## src/rtl/lamp_seq_pkg.sv

```systemverilog
// Shared constants and helpers for the lamp-bank sequencer family.
// Holds the mode encodings and a constant-evaluable ceil(log2) for width derivation.
package lamp_seq_pkg;

  localparam logic [1:0] MODE_CLEAR    = 2'b00;
  localparam logic [1:0] MODE_SATURATE = 2'b01;
  localparam logic [1:0] MODE_DECAY    = 2'b10;
  localparam logic [1:0] MODE_HOLD     = 2'b11;

  function automatic int clog2(input int v);
    int r;
    r = 0;
    for (int i = 0; i < 31; i++) begin
      if ((32'sd1 <<< i) < v) begin
        r = i + 1;
      end else begin
        r = r;
      end
    end
    return r;
  endfunction

endpackage

```

## src/rtl/lamp_thermo_decode.sv

```systemverilog
// Level-to-thermometer lamp decode, purely combinational and shared by all lamp banks.
// Lamp i lights when i < ceil(level*LAMPS/NUM_LEVELS), evaluated without a divider.
module lamp_thermo_decode
  import lamp_seq_pkg::*;
#(
  parameter int NUM_LEVELS = 3,
  parameter int LAMPS      = 5,
  parameter int LVL_W      = clog2(NUM_LEVELS + 1)
) (
  input  logic [LVL_W-1:0] level,
  output logic [LAMPS-1:0] lamps
);

  // i < ceil(a/b) is equivalent to i*b < a for non-negative integers
  always_comb begin
    lamps = '0;
    for (int i = 0; i < LAMPS; i++) begin
      if (i * NUM_LEVELS < int'(level) * LAMPS) begin
        lamps[i] = 1'b1;
      end else begin
        lamps[i] = 1'b0;
      end
    end
  end

endmodule

```

## src/rtl/lamp_bar_sequencer.sv

```systemverilog
// Bar-graph lamp sequencer: level steps 0..NUM_LEVELS under switch control, one step per DWELL clocks.
// Mode selects what releasing the switch and reaching the top do.
module lamp_bar_sequencer
  import lamp_seq_pkg::*;
#(
  parameter int NUM_LEVELS = 3,
  parameter int LAMPS      = 5,
  parameter int DWELL      = 1,
  parameter int LVL_W      = clog2(NUM_LEVELS + 1)
) (
  input  logic             CLK,
  input  logic             reset,
  input  logic             sw,
  input  logic [1:0]       mode,
  output logic [LAMPS-1:0] lamps,
  output logic [LVL_W-1:0] level,
  output logic             at_top,
  output logic             wrap_pulse
);

  localparam int TMR_W = (DWELL > 1) ? clog2(DWELL) : 1;
  localparam logic [LVL_W-1:0] TOP  = LVL_W'(NUM_LEVELS);
  localparam logic [TMR_W-1:0] LAST = TMR_W'(DWELL - 1);

  logic [LVL_W-1:0] level_q, level_d;
  logic [TMR_W-1:0] timer_q, timer_d;
  logic [TMR_W-1:0] timer_eff_s;
  logic [1:0]       mode_q;
  logic             sw_q;
  logic             wrap_q, wrap_d;

  // Next level, dwell timer and wrap strobe; a mode or direction change discards any partial dwell
  always_comb begin
    level_d     = level_q;
    timer_d     = '0;
    wrap_d      = 1'b0;
    if ((mode != mode_q) || (sw != sw_q)) begin
      timer_eff_s = '0;
    end else begin
      timer_eff_s = timer_q;
    end
    if (sw) begin
      if ((level_q != TOP) || (mode == MODE_CLEAR)) begin
        if (timer_eff_s == LAST) begin
          if (level_q == TOP) begin
            level_d = '0;
            wrap_d  = 1'b1;
          end else begin
            level_d = level_q + LVL_W'(1);
          end
        end else begin
          timer_d = timer_eff_s + TMR_W'(1);
        end
      end else begin
        level_d = level_q;
      end
    end else begin
      case (mode)
        MODE_CLEAR, MODE_SATURATE: level_d = '0;
        MODE_DECAY: begin
          if (level_q != '0) begin
            if (timer_eff_s == LAST) begin
              level_d = level_q - LVL_W'(1);
            end else begin
              timer_d = timer_eff_s + TMR_W'(1);
            end
          end else begin
            level_d = level_q;
          end
        end
        MODE_HOLD: level_d = level_q;
        default:   level_d = level_q;
      endcase
    end
  end

  // State registers; reset dominates and re-captures mode so it is not seen as a change
  always_ff @(posedge CLK) begin
    if (reset) begin
      level_q <= '0;
      timer_q <= '0;
      wrap_q  <= 1'b0;
      mode_q  <= mode;
      sw_q    <= 1'b0;
    end else begin
      level_q <= level_d;
      timer_q <= timer_d;
      wrap_q  <= wrap_d;
      mode_q  <= mode;
      sw_q    <= sw;
    end
  end

  assign level      = level_q;
  assign at_top     = (level_q == TOP);
  assign wrap_pulse = wrap_q;

  lamp_thermo_decode #(
    .NUM_LEVELS (NUM_LEVELS),
    .LAMPS      (LAMPS),
    .LVL_W      (LVL_W)
  ) u_decode (
    .level (level_q),
    .lamps (lamps)
  );

endmodule

```

## config.mk

```make
export PLATFORM = sky130hd
export DESIGN_NAME = lamp_bar_sequencer
export DESIGN_NICKNAME = d
export VERILOG_FILES = /design/src/rtl/lamp_seq_pkg.sv /design/src/rtl/lamp_thermo_decode.sv /design/src/rtl/lamp_bar_sequencer.sv
export SDC_FILE = /design/constraint.sdc
export NUM_CORES = 1
export LEC_CHECK = 0
export CAP_MARGIN = 40
export CELL_PAD_IN_SITES_DETAIL_PLACEMENT = 0
export CELL_PAD_IN_SITES_GLOBAL_PLACEMENT = 1
export CORE_AREA = 2 2 39 41
export DETAILED_ROUTE_END_ITERATION = 16
export DIE_AREA = 0 0 41 43
export HOLD_SLACK_MARGIN = 0.15
export PLACE_DENSITY = 0.62
export SETUP_SLACK_MARGIN = 0.3
export SLEW_MARGIN = 10
export SYNTH_ARGS = -nofsm -noshare
export SYNTH_HDL_FRONTEND = slang
export SYNTH_SLANG_ARGS = --single-unit
```

## constraint.sdc

```tcl
create_clock -name CLK -period 1.9 [get_ports CLK]
set_clock_uncertainty 0.15 [all_clocks]
set_input_delay 0.475 -clock CLK [delete_from_list [all_inputs] [get_ports CLK]]
set_output_delay 0.475 -clock CLK [all_outputs]
set_load 0.01 [all_outputs]
```

==> impl_results.md <==
- Status: finished clean
- Slowest-stage cell, CP: dfxtp_4
- Vias in the first global route: 232
- Clk slew on worst S/H paths: 0.03 ns
- Hold WC Path Type: register to register
- Placed Cells incl. Taps: 58
- Crit-path max FO: 5
- Initial drt markers: 2
- Worst Tran Pin Value: 0.232 ns
- Initial Util: 16.5%
- Die H: 43 um
- Buffers on Ports: 13
- Io pins: 14
- Pre-CTS setup slack: -0.177 ns
- Final Hold Vio Count: 0
- GRT Util Overall: 7.01%
- GRT overflow: 0
- Max_cap viols: 0
- R2R Setup Slk: 0.33 ns
- Placed Area: 395 um^2
- Full die area: 1760 um^2
- Critical path class: register to output pin
- Row count: 14
- Yosys warns: 0
- Fraction of layout cells with a size suffix above 1: 45.8%
- Initial antenna violation count: 0
- Post-route cell area: 435 um^2
- Clock Path Buffers: 2
- Worst path depth: 4
- Antenna viol nets, final: 0
- Slew headroom: 84.3%
- Remaining DRCs: 0
- Area delta synth->final: 90.2%
- VDD IR max: 0.144 mV
- Total CTS buffers: 3
- Nature of the critical path endpoint: output pin
- Commonest cells after routing, fill and taps aside: dlygate4sd2_1 (6), buf_4 (6), nor2_1 (3), clkbuf_4 (3)
- Post-Route WL: 514 um
- Fin nets: 57
- Final period util: 86.2%
- Pleak: 0.238 nW
- Syn Area/Cell: 8.18 um^2
- Largest cells by area after synthesis: dfxtp_1 (26%), ha_1 (16%), inv_1 (8.2%)
- Synth top area share: 26.2%
- Post-Syn Nets: 36
- Post-layout minimum cycle time: 1.64 ns
- Core area: 1380 um^2
- RSZ-0062 raised after global routing: true
- Root buf cell: clkbuf_4
- N_diodes: 0
- Latest clock arrival within the worst-skew pair: 0.23 ns
- Routed vias: 255
- Worst hold path depth: 3
- Drt via density: 3.98
- Largest net degree at the start of global routing: 6
- FF+latch count, synth: 3
- Register area share after synthesis: 26.2%
- CTS tree: built
- # setup viols final: 0
- Power Total: 0.280 mW
- CP max stage delay: 0.37 ns
- Cell variety after synth: 17
- Post-Layout Cell Count: 64
- Worst setup SP type: register
- Die width: 41 um
- Post-Synthesis Cells: 28
- Clk sinks: 3
- First drt pass iteration count: 3
- Leading area contributor after synthesis: dfxtp_1
- CP Cell Sequence: inv_4 -> ha_4 -> nor2_1 -> buf_2
- Worst Path Buf+Inv: 2
- First-pass GRT wire length: 821 um
- Max Freq: 610 MHz
- Worst setup margin: 0.262 ns
- R2R depth: 6
- Power density over the cells: 642 nW/um^2
- Synth Cell Area: 229 um^2
- Placer Congestion: 0.799
- Max-slew violations: 0
- Post-DP HPWL: 409 um
- Routed len/inst: 8.03 um
- CP top delay family: flip-flops
- Critical Path RT: 1.27 ns
- H-tree levels: 1
- Worst EP arrival: 1.01 ns
[timing repair]
item,4_1_cts,5_1_grt
pin swaps,1,2
endpoints found under the setup margin,11,7
hold buffers,0,0
resized for setup,22,13
hold endpoints to repair,0,0
setup buffers,1,1
[path summary, 6_finish.rpt]
kind	end	start
min	level[1]	level[1]
max	lamps[2]	level[0]
max reg2reg	level[1]	level[1]
min reg2reg	level[1]	level[1]
[synthesized netlist by cell type]
cell / number
buf_4: 2
nand2_1: 1
o21ai_0: 1
and4_1: 1
o211a_1: 1
nor4b_1: 1
or3_1: 1
or4b_1: 1
inv_1: 5
a211oi_1: 1
nor2_1: 3
mux2_1: 1
ha_1: 3
nor2b_1: 1
dfxtp_1: 3
clkbuf_1: 1
a21oi_1: 1
[metal layers]
layer  GRT usage, %  vias to the layer above  part of all wire [%]
li1               -                      134                     -
met3              0                        0                    10
met4           8.00                        0                     0
met5              0                        -                     0
met2           10.0                       12                    44
met1           8.31                      109                    46
[state kept, by name, summed over array words and instances (netlist names)]
name / cells
level: 2
wrap_pulse: 1
[worst register-to-register path, cell delays in order, from the launching register on]
cell and delay [ns]:
dfxtp_2 0.31, inv_2 0.09, ha_4 0.15, buf_4 0.11, o21ai_1 0.06, a211oi_2 0.23
mux2_1 0.35
[cell type report]
cell class                      count  area [um^2]
Clock buffer                        4         26.3
Fill cell                         153          948
Inverter                            5         21.3
Multi-Input combinational cell     17          151
Sequential cell                     3         65.1
Tap cell                           16         20.0
Timing Repair Buffer               19          151
[cells by family (layout without fill, tap and decap cells)]
family	Yosys count	count (layout)	share of synthesized area, %
AO/OA/AOI/OAI	4	4	12.0
multiplexers	1	1	4.92
buffers and inverters	8	28	16.4
adder cells (fa/ha/maj)	3	3	16.4
flip-flops	3	3	26.2
AND/OR/NAND/NOR	9	9	24.0
[power breakdown]
group          internal [mW]  switching (mW)  total [mW]  leakage, nW
Sequential            0.0682         0.00504      0.0732       0.0256
Combinational         0.0559          0.0435      0.0994        0.197
Clock                 0.0784          0.0287       0.107       0.0150
Total                  0.202          0.0772       0.280        0.238
[per-stage QoR]
step	hold WS (ns)	setup TNS, ns	util [%]
floorplan	0.429	0	-
global placement	0.442	-0.184	28.6
detailed placement	0.443	-0.177	28.6
CTS	0.460	0	31.8
global route	0.541	0	31.5
finish	0.479	0	31.5
No activity file was read; power rests on OpenSTA's default activity.
